[src/rtl/phy_rx_serial_pkg.sv]
// Shared types and constants for the serial PHY receive path.
package phy_rx_serial_pkg;

  localparam int unsigned BYTE_W      = 8;
  localparam int unsigned LANE_COUNT  = 4;
  localparam int unsigned LANE_PTR_W  = 2;
  localparam int unsigned BIT_CNT_W   = 3;
  localparam int unsigned COMMA_CNT_W = 4;
  localparam int unsigned STATS_W     = 16;

  localparam logic [BYTE_W-1:0] COMMA_DEFAULT = 8'hBC;

  typedef enum logic [1:0] {
    ST_SEARCH  = 2'd0,
    ST_LOCKING = 2'd1,
    ST_ACTIVE  = 2'd2
  } rx_state_t;

  // Per-edge view of the byte window handed from the aligner to the lane logic
  typedef struct packed {
    logic [BYTE_W-1:0] data;      // current 8-bit window
    logic              strobe;    // byte boundary reached while ACTIVE
    logic              is_comma;  // window equals the comma byte
    logic              lock_done; // this edge completes the sync comma run
  } rx_byte_t;

  // Saturating increment for the statistics counters
  function automatic logic [STATS_W-1:0] sat_inc(input logic [STATS_W-1:0] v);
    return (v == '1) ? v : v + STATS_W'(1);
  endfunction

endpackage

[src/rtl/phy_rx_serial_rx_byte_aligner.sv]
// Byte aligner: shift register, bit counter and comma-based sync FSM.
module rx_byte_aligner
  import phy_rx_serial_pkg::*;
#(
  parameter logic [BYTE_W-1:0] COMMA      = COMMA_DEFAULT,
  parameter int unsigned       SYNC_COUNT = 4
) (
  input  logic     clk,
  input  logic     rst,
  input  logic     data_in,
  output rx_byte_t rx_byte_c,
  output logic     active
);

  rx_state_t              state;
  logic [BYTE_W-2:0]      sr;
  logic [BIT_CNT_W-1:0]   bit_cnt;
  logic [COMMA_CNT_W-1:0] comma_cnt;

  logic [BYTE_W-1:0] window;
  logic              window_comma;
  logic              byte_done;
  logic              sync_reached;

  // Window formed by the stored bits plus the bit being sampled this edge
  assign window       = {sr, data_in};
  assign window_comma = (window == COMMA);
  assign byte_done    = (bit_cnt == BIT_CNT_W'(BYTE_W - 1));
  assign sync_reached = ((comma_cnt + COMMA_CNT_W'(1)) == COMMA_CNT_W'(SYNC_COUNT));

  assign rx_byte_c.data      = window;
  assign rx_byte_c.strobe    = (state == ST_ACTIVE) && byte_done;
  assign rx_byte_c.is_comma  = window_comma;
  assign rx_byte_c.lock_done = (state == ST_LOCKING) && byte_done && window_comma && sync_reached;

  // Sync FSM: hunt bit-by-bit, confirm a run of aligned commas, then stay locked
  always_ff @(posedge clk or posedge rst) begin
    if (rst) begin
      state     <= ST_SEARCH;
      sr        <= '0;
      bit_cnt   <= '0;
      comma_cnt <= '0;
      active    <= 1'b0;
    end else begin
      sr <= window[BYTE_W-2:0];
      case (state)
        ST_SEARCH: begin
          if (window_comma) begin
            bit_cnt   <= '0;
            comma_cnt <= COMMA_CNT_W'(1);
            state     <= ST_LOCKING;
          end
        end
        ST_LOCKING: begin
          bit_cnt <= bit_cnt + BIT_CNT_W'(1);
          if (byte_done) begin
            if (window_comma) begin
              comma_cnt <= comma_cnt + COMMA_CNT_W'(1);
              if (sync_reached) begin
                state  <= ST_ACTIVE;
                active <= 1'b1;
              end
            end else begin
              // Misaligned byte: restart the hunt from the next edge
              comma_cnt <= '0;
              bit_cnt   <= '0;
              state     <= ST_SEARCH;
            end
          end
        end
        ST_ACTIVE: begin
          bit_cnt <= bit_cnt + BIT_CNT_W'(1);
        end
        default: begin
          state <= ST_SEARCH;
        end
      endcase
    end
  end

endmodule

[src/rtl/phy_rx_serial.sv]
// Serial PHY receiver: comma alignment, link sync and 4-lane byte demux.
// Optional statistics counters are built when PHY_RX_STATS_EN is defined.
module phy_rx_serial
  import phy_rx_serial_pkg::*;
#(
  parameter logic [BYTE_W-1:0] COMMA      = COMMA_DEFAULT,
  parameter int unsigned       SYNC_COUNT = 4
) (
  input  logic               clk_32f,
  input  logic               reset,
  input  logic               data_in,
  output logic [BYTE_W-1:0]  data_out0,
  output logic [BYTE_W-1:0]  data_out1,
  output logic [BYTE_W-1:0]  data_out2,
  output logic [BYTE_W-1:0]  data_out3,
  output logic               valid_out0,
  output logic               valid_out1,
  output logic               valid_out2,
  output logic               valid_out3,
  output logic               active,
  output logic               idle_out
`ifdef PHY_RX_STATS_EN
  ,
  output logic [STATS_W-1:0] rx_data_cnt,
  output logic [STATS_W-1:0] rx_idle_cnt
`endif
);

  rx_byte_t                              rx_byte_c;
  logic [LANE_COUNT-1:0][BYTE_W-1:0]     lane_data;
  logic [LANE_COUNT-1:0]                 lane_valid;
  logic [LANE_PTR_W-1:0]                 lane_ptr;

  rx_byte_aligner #(
    .COMMA      (COMMA),
    .SYNC_COUNT (SYNC_COUNT)
  ) u_aligner (
    .clk       (clk_32f),
    .rst       (reset),
    .data_in   (data_in),
    .rx_byte_c (rx_byte_c),
    .active    (active)
  );

  assign data_out0  = lane_data[0];
  assign data_out1  = lane_data[1];
  assign data_out2  = lane_data[2];
  assign data_out3  = lane_data[3];
  assign valid_out0 = lane_valid[0];
  assign valid_out1 = lane_valid[1];
  assign valid_out2 = lane_valid[2];
  assign valid_out3 = lane_valid[3];

  // Round-robin lane demux; a comma marks idle and realigns to lane 0
  always_ff @(posedge clk_32f or posedge reset) begin
    if (reset) begin
      lane_data  <= '0;
      lane_valid <= '0;
      lane_ptr   <= '0;
      idle_out   <= 1'b0;
    end else begin
      lane_valid <= '0;
      if (rx_byte_c.strobe) begin
        if (rx_byte_c.is_comma) begin
          idle_out <= 1'b1;
          lane_ptr <= '0;
        end else begin
          lane_data[lane_ptr]  <= rx_byte_c.data;
          lane_valid[lane_ptr] <= 1'b1;
          lane_ptr             <= lane_ptr + LANE_PTR_W'(1);
          idle_out             <= 1'b0;
        end
      end else if (rx_byte_c.lock_done) begin
        idle_out <= 1'b1;
      end
    end
  end

`ifdef PHY_RX_STATS_EN
  // Saturating byte counters, counting only bytes completed while ACTIVE
  always_ff @(posedge clk_32f or posedge reset) begin
    if (reset) begin
      rx_data_cnt <= '0;
      rx_idle_cnt <= '0;
    end else if (rx_byte_c.strobe) begin
      if (rx_byte_c.is_comma) begin
        rx_idle_cnt <= sat_inc(rx_idle_cnt);
      end else begin
        rx_data_cnt <= sat_inc(rx_data_cnt);
      end
    end
  end
`endif

endmodule
[config.mk]
export PLATFORM = sky130hd
export DESIGN_NAME = phy_rx_serial
export DESIGN_NICKNAME = d
export VERILOG_FILES = /design/src/rtl/phy_rx_serial_pkg.sv /design/src/rtl/phy_rx_serial_rx_byte_aligner.sv /design/src/rtl/phy_rx_serial.sv
export SDC_FILE = /design/constraint.sdc
export NUM_CORES = 1
export LEC_CHECK = 0
export BUFFER_PORTS_ARGS = -buffer_cell sky130_fd_sc_hd__clkbuf_2
export CORE_MARGIN = 10
export CORE_UTILIZATION = 45
export CTS_CLUSTER_SIZE = 10
export DETAILED_ROUTE_END_ITERATION = 16
export PLACE_DENSITY = 0.69
export SETUP_SLACK_MARGIN = 0.15
export SKIP_CTS_REPAIR_TIMING = 1
export SLEW_MARGIN = 20
export SYNTH_ARGS = -nofsm -noshare
export SYNTH_HDL_FRONTEND = slang
export SYNTH_HIERARCHICAL = 1
export SYNTH_SLANG_ARGS = --single-unit
[constraint.sdc]
create_clock -name clk_32f -period 2.05 [get_ports clk_32f]
set_input_delay 0.1025 -clock clk_32f [delete_from_list [all_inputs] [get_ports clk_32f]]
set_output_delay 0.1025 -clock clk_32f [all_outputs]
set_load 0.01 [all_outputs]
==> results of run 1 <==
## registers in the layout, summed over array words and instances (netlist names)
name	flops
u_aligner/state	2
data_out1	8
data_out3	8
u_aligner/comma_cnt	4
data_out2	8
data_out0	8
u_aligner/sr	7
idle_out	1
u_aligner/bit_cnt	3
lane_valid	4
lane_ptr	2
u_aligner/active	1
## power by group through the flow
stage                     clock (mW)  combinational, mW  sequential, mW
after floorplan                    0             0.0729            1.15
after global placement             0              0.112            1.14
after detailed placement           0              0.114            1.14
after CTS                      0.636              0.115            1.12
after global routing           0.675              0.133            1.12
final                          0.613              0.117            1.12
## cell usage after synthesis, types with 3 or more instances
| master | number | area (sq um) |
|---|---|---|
| sky130_fd_sc_hd__nand3_1 | 9 | 45.0 |
| sky130_fd_sc_hd__nand4_1 | 4 | 25.0 |
| sky130_fd_sc_hd__nor2b_1 | 5 | 31.3 |
| sky130_fd_sc_hd__ha_1 | 10 | 125 |
| sky130_fd_sc_hd__o21ai_0 | 6 | 30.0 |
| sky130_fd_sc_hd__dfrtp_1 | 56 | 1400 |
| sky130_fd_sc_hd__mux2_2 | 30 | 338 |
| sky130_fd_sc_hd__nor2_1 | 6 | 22.5 |
| sky130_fd_sc_hd__nand3b_4 | 4 | 80.1 |
| sky130_fd_sc_hd__a21oi_1 | 3 | 15.0 |
| sky130_fd_sc_hd__nand2_1 | 3 | 11.3 |
| sky130_fd_sc_hd__inv_1 | 12 | 45.0 |
| sky130_fd_sc_hd__mux2i_1 | 3 | 30.0 |
## final timing paths
| check | to | cells past startpoint | start |
|---|---|---|---|
| min in group asynchronous | lane_ptr[0] | 4 | reset |
| max in group asynchronous | u_aligner/bit_cnt[0] | 3 | reset |
| setup / recovery | data_out0[7] | 5 | u_aligner/sr[5] |
| hold / removal | data_out0[0] | 2 | data_in |
| hold reg to reg | u_aligner/active | 1 | u_aligner/active |
| setup reg to reg | data_out0[7] | 5 | u_aligner/sr[5] |
## worst max-delay path, cell delays in order (launching register included)
cell and delay [ns]:
sky130_fd_sc_hd__dfrtp_1 0.39, sky130_fd_sc_hd__nand2b_1 0.15, sky130_fd_sc_hd__or4_4 0.55, sky130_fd_sc_hd__clkinv_8 0.08, sky130_fd_sc_hd__nand3b_4 0.21, sky130_fd_sc_hd__mux2_2 0.36
## cell type report
class,instances,area [sq um]
Timing Repair Buffer,55,318
Clock buffer,5,68.8
Clock inverter,3,22.5
Multi-Input combinational cell,108,1000
Fill cell,435,2240
Inverter,13,61.3
Sequential cell,56,1400
Tap cell,70,87.6
## per-stage QoR
| stage | instance area (sq um) | hold WS (ns) | setup WS [ns] | utilization (%) |
|---|---|---|---|---|
| after CTS | 2940 | -0.102 | 0.0569 | 56.4 |
| after floorplan | 2510 | 0.0286 | 0.0981 | - |
| after global placement | 2840 | 0.233 | 0.131 | 54.6 |
| after detailed placement | 2840 | 0.243 | 0.0841 | 54.6 |
| after global routing | 2960 | 0.138 | 0.128 | 56.9 |
| final | 2960 | 0.134 | 0.201 | 56.9 |
## per-layer routing
layer	track usage (%)	wire [microns]	vias up
met5	0	0	-
met4	2.66	6	0
met3	3.60	297	2
met2	18.4	2340	38
met1	14.7	2260	767
li1	-	-	760
## placed cells by master, fill, tap and decap left out, types with 3 or more instances in the layout
cell	n
sky130_fd_sc_hd__nor2b_1	5
sky130_fd_sc_hd__inv_1	12
sky130_fd_sc_hd__nand2_1	3
sky130_fd_sc_hd__a21oi_1	3
sky130_fd_sc_hd__o21ai_0	6
sky130_fd_sc_hd__nand3_1	9
sky130_fd_sc_hd__clkbuf_8	5
sky130_fd_sc_hd__buf_4	13
sky130_fd_sc_hd__nand3b_4	4
sky130_fd_sc_hd__mux2_2	20
sky130_fd_sc_hd__ha_1	9
sky130_fd_sc_hd__mux2i_1	3
sky130_fd_sc_hd__dfrtp_1	56
sky130_fd_sc_hd__nor2_1	6
sky130_fd_sc_hd__nand4_1	4
sky130_fd_sc_hd__clkbuf_2	40
sky130_fd_sc_hd__mux2_4	12
## cells by family after synthesis
logic type                 synth area share [%]
DFF                                        57.1
buffers and inverters                      3.77
and+or+nand+nor                            12.3
muxes                                      16.2
adders and majority gates                  5.10
AOI/OAI and AO/OA                          5.46
==> impl_metrics.yaml, run 1 <==
sta:
  timing_max_transition_violations_final: 0
  fin_crit_ns: 1.85
  final_min_period_over_clock_period_pct: 90.2
  tightest_slew_ns: 0.704
  maxClockFrequency_mhz: 541
  setup_total_neg_slack_ns: 0
  timing.final.hold_violations: 0
  grt_setup_unrepaired: "yes"
  fin_worst_skew_ns: 0.00676
  final_number_of_setup_violating_endpoints: 0
  max_slew_margin_pct: 53.0
power_and_ir_drop:
  p_leak_nw: 1.70
  power_switching_share_pct: 24.5
  peakVddDrop_mv: 0.326
  p_switching_mw: 0.453
  pwr-share-comb_pct: 6.3
  share_clk_of_total_power_pct: 33.1
  pwr-share-seq_pct: 60.6
  p_int_mw: 1.40
  power-per-cell-area_nw_per_um2: 625
  fin_total_pwr_mw: 1.85
critical_path:
  worst_setup_path_start_kind: "flip-flop"
  max_fanout_on_critical_path: 9
  crit_type: "flip-flop to flip-flop"
  critPathArrivalTime_ns: 2.05
  cp-end-kind: "flip-flop"
  ff2ff_setup_slack_ns: 0.20
  worst-endpoint-required_ns: 2.25
placement:
  buffer_ports.inserted: 40
  hpwl_mm: 3.56
  placedCellCount: 300
  final_wtd_congestion: 0.789
floorplan:
  design.die.area_sq_um: 8800
  fp.dieW_microns: 93.8
  placement_rows: 26
  floorplan.initialDensity_pct: 47.1
  pin_count: 41
  core_area_sq_um: 5200
  die_h_microns: 93.8
clock_tree:
  clk-insertion-delay-late_ns: 0.31
  clkSlewWorstSetupHoldPaths_ns: 0.10
  cts_htree_levels: 2
  numClockSinks: 56
  cts_buffer_depth: 2
  clock_root_cell: "sky130_fd_sc_hd__clkbuf_8"
  cts_tree: "yes"
  total_clock_buffers_created_by_cts: 5
routing:
  route.detailed.vias_per_inst: 5.05
  remaining_drc_errors: 0
  detail_route.wirelength_mm: 4.90
  avgRoutedWirePerCell_microns: 15.8
  antenna_violating_nets_post_route: 0
  first_pass_iters: 4
  dr_total_vias: 1567
  detail_route.iter0.violations: 80
synthesis:
  synth_seq_cells: 56
  synth_enable_flop_cells: 0
  synth_nets: 197
  synth_cells: 184
  synth.yosys.seq_area_share_pct: 57.1
  ys.flop_type: "sky130_fd_sc_hd__dfrtp_1"
  yosys_warnings: 6
  async_reset_ff_share_pct: 100
  syn-mean-instance-area_sq_um: 13.3
  synth_unique_cells: 37
  synth.cell_area_sq_um: 2450
global_routing:
  grtUsageTotal_pct: 11.5
  total_congestion_overflow_after_global_routing: 0
  grt_first_pass_wirelength_mm: 8.24
  grt_max_degree: 40
  grt_antenna_before_repair: 0
  grt_pass1_vias: 1630
status:
  run_status: "completed"
hold_path:
  min-delay-path-class: "input port to flip-flop"
final_layout:
  final_layout_size_suffix_gt1_share_pct: 42.9
  number_of_diodes_added_for_antenna_fixing: 0
  layout.cells.non_filler: 310
  number_of_nets_in_the_layout: 252
  syn2layout_area_growth_pct: 20.8
job:
  cap_viol_max_count: 0
No activity file was read; power rests on OpenSTA's default activity.
==> inputs of run 2 (changes only) <==
--- a/config.mk
+++ b/config.mk
@@ -7,14 +7,13 @@
 export LEC_CHECK = 0
 export BUFFER_PORTS_ARGS = -buffer_cell sky130_fd_sc_hd__clkbuf_2
 export CORE_MARGIN = 10
-export CORE_UTILIZATION = 45
+export CORE_UTILIZATION = 50
 export CTS_CLUSTER_SIZE = 10
 export DETAILED_ROUTE_END_ITERATION = 16
-export PLACE_DENSITY = 0.69
+export PLACE_DENSITY = 0.75
 export SETUP_SLACK_MARGIN = 0.15
 export SKIP_CTS_REPAIR_TIMING = 1
 export SLEW_MARGIN = 20
 export SYNTH_ARGS = -nofsm -noshare
 export SYNTH_HDL_FRONTEND = slang
-export SYNTH_HIERARCHICAL = 1
 export SYNTH_SLANG_ARGS = --single-unit
==> run 2 against run 1 <==
Final area decreased by 4.8%; sequential power increased by 7%; critical endpoint is now data_out3[0]; highest routed layer unchanged; power increased by 16%; synthesized area decreased by 1.6%; combinational power increased by 88%; first-iteration DRC count increased by 96%.
==> impl_metrics.yaml, run 2 <==
floorplan:
  pin_count: 41
  floorplan.initialDensity_pct: 51.4
  placement_rows: 25
  fp.dieW_microns: 89.5
  core_area_sq_um: 4690
  design.die.area_sq_um: 8010
  die_h_microns: 89.5
routing:
  dr_total_vias: 1590
  route.detailed.vias_per_inst: 5.60
  remaining_drc_errors: 0
  first_pass_iters: 4
  detail_route.wirelength_mm: 4.85
  antenna_violating_nets_post_route: 0
  detail_route.iter0.violations: 157
  avgRoutedWirePerCell_microns: 17.1
synthesis:
  yosys_warnings: 0
  synth.top_cells.by_area: "sky130_fd_sc_hd__dfrtp_1 58%, sky130_fd_sc_hd__mux2_2 15%, sky130_fd_sc_hd__ha_1 5.7%, sky130_fd_sc_hd__o21ai_0 1.9%, sky130_fd_sc_hd__inv_1 1.9%"
  synthMostInstantiatedCell: "sky130_fd_sc_hd__dfrtp_1"
  async_reset_ff_share_pct: 100
  post-synth-top-area-cell: "sky130_fd_sc_hd__dfrtp_1"
  synth_cells: 180
  yosysTopAreaCellShare_pct: 58.1
  netlist_top_cells_count: "56 x sky130_fd_sc_hd__dfrtp_1, 32 x sky130_fd_sc_hd__mux2_2, 12 x sky130_fd_sc_hd__inv_1, 11 x sky130_fd_sc_hd__ha_1, 10 x sky130_fd_sc_hd__nand2_1"
  synth_unique_cells: 37
  syn-mean-instance-area_sq_um: 13.4
  synth_enable_flop_cells: 0
  synth.cell_area_sq_um: 2410
  ys.flop_type: "sky130_fd_sc_hd__dfrtp_1"
  synth_nets: 194
  synth.yosys.seq_area_share_pct: 58.1
  synth_seq_cells: 56
global_routing:
  total_congestion_overflow_after_global_routing: 0
  grt_max_degree: 25
  grt_pass1_vias: 1526
  grt_antenna_before_repair: 0
  grtUsageTotal_pct: 12.6
  grt_first_pass_wirelength_mm: 7.77
final_layout:
  final_util_pct: 60.1
  layout.cells.most_common: "sky130_fd_sc_hd__dfrtp_1"
  syn2layout_area_growth_pct: 16.9
  number_of_diodes_added_for_antenna_fixing: 0
  number_of_nets_in_the_layout: 243
  final_layout_size_suffix_gt1_share_pct: 42.2
  layout.cells.non_filler: 284
  design_area_sq_um: 2820
  leading_cell_types_in_the_layout_fill_and_taps_excluded: "56 x sky130_fd_sc_hd__dfrtp_1, 40 x sky130_fd_sc_hd__clkbuf_2, 32 x sky130_fd_sc_hd__mux2_2"
critical_path:
  worstReg2RegStart: "u_aligner.bit_cnt[0]"
  crit_type: "flip-flop to flip-flop"
  crit_start: "u_aligner.bit_cnt[0]"
  worst_setup_path_start_kind: "flip-flop"
  critPathArrivalTime_ns: 2.00
  regToRegEndpoint: "data_out3[0]"
  worst-r2r-cell-count: 5
  ff2ff_setup_slack_ns: 0.25
  max_fanout_on_critical_path: 9
  crit_path_end: "data_out3[0]"
  worst-endpoint-required_ns: 2.25
  cp-end-kind: "flip-flop"
clock_tree:
  cts_tree: "yes"
  clkSlewWorstSetupHoldPaths_ns: 0.10
  total_clock_buffers_created_by_cts: 5
  numClockSinks: 56
  clk-insertion-delay-late_ns: 0.31
  cts_buffer_depth: 2
  clock_root_cell: "sky130_fd_sc_hd__clkbuf_8"
  cts_htree_levels: 2
power_and_ir_drop:
  fin_total_pwr_mw: 2.15
  p_int_mw: 1.62
  power_switching_share_pct: 24.6
  pwr-share-seq_pct: 56.1
  p_leak_nw: 1.55
  share_clk_of_total_power_pct: 33.6
  pwr-share-comb_pct: 10.3
  power-per-cell-area_nw_per_um2: 760
  p_switching_mw: 0.529
  peakVddDrop_mv: 0.353
sta:
  fin_worst_skew_ns: 0.00774
  grt_setup_unrepaired: "no"
  setup_total_neg_slack_ns: 0
  max_slew_margin_pct: 67.0
  timing_max_transition_violations_final: 0
  fin_crit_ns: 1.80
  final_number_of_setup_violating_endpoints: 0
  maxClockFrequency_mhz: 554
  tightest_slew_ns: 0.494
  timing.final.hold_violations: 0
  final_min_period_over_clock_period_pct: 88.0
hold_path:
  min-delay-path-class: "input port to async pin"
placement:
  placedCellCount: 274
  buffer_ports.inserted: 40
  hpwl_mm: 3.54
  postPlaceCellArea_sq_um: 2690
  final_wtd_congestion: 0.827
status:
  run_status: "completed"
job:
  cap_viol_max_count: 0
run 2: changes by cell type after synthesis, sizes merged, moves of 3 or more:
| cell | change |
|---|---|
| nor2b | -3 |
| nand3b | -4 |
| nand2 | +8 |
| nor2 | -4 |
| o21ai | +3 |
run 2: cells by family after synthesis:
kind of cell             Yosys count  share of synthesized area, %
adder cells (fa/ha/maj)           11                          5.70
multiplexers                      33                          15.3
buffers and inverters             18                          3.53
flip-flops                        56                          58.1
AO/OA/AOI/OAI                     24                          6.90
AND/OR/NAND/NOR                   38                          10.5
run 2: power groups by stage:
stage          clock (mW)  sequential [mW]  combinational [mW]
5_1_grt             0.791             1.21               0.248
6_report            0.722             1.20               0.220
3_3_place_gp            0             1.22               0.211
4_1_cts             0.736             1.20               0.214
3_5_place_dp            0             1.22               0.217
2_1_floorplan           0             1.21               0.167
run 2: stage by stage:
stage | setup slack (ns) | hold slack, ns
2_1_floorplan | 0.240 | 0.134
3_3_place_gp | 0.285 | 0.147
3_5_place_dp | 0.231 | 0.145
4_1_cts | 0.216 | -0.184
5_1_grt | 0.173 | 0.399
6_report | 0.246 | 0.349
run 2: worst min-delay path by stage:
stage / slack [ns] / end / cells after the start
2_1_floorplan: 0.13 / u_aligner.sr[0] / 0
3_3_place_gp: 0.15 / u_aligner.state[0] / 2
3_5_place_dp: 0.14 / u_aligner.state[0] / 2
4_1_cts: -0.18 / lane_ptr[1] / 2
5_1_grt: 0.40 / u_aligner.comma_cnt[0] / 3
6_report: 0.35 / idle_out / 3
run 2: area by class of cell:
type	instances	area (sq um)
clock buffers	6	72.6
clock inverters	2	38.8
fillers	378	1870
inverters	12	45.0
multi-input cells	106	931
flip-flops and latches	56	1400
well taps	54	67.6
repair buffers	48	265
run 2: routing by layer:
metal	routed length [microns]	share of wire (%)	GRT usage (%)
met1	2190	45	15.8
met2	2370	49	19.8
met3	256	5.3	4.56
met4	30	0.62	4.19
met5	0	0	0
run 2: critical path, cell delays in order (launching register included):
cell	delay, ns
sky130_fd_sc_hd__dfrtp_1	0.41
sky130_fd_sc_hd__ha_1	0.22
sky130_fd_sc_hd__ha_1	0.20
sky130_fd_sc_hd__and2_2	0.26
sky130_fd_sc_hd__nand3_2	0.25
sky130_fd_sc_hd__mux2_2	0.38
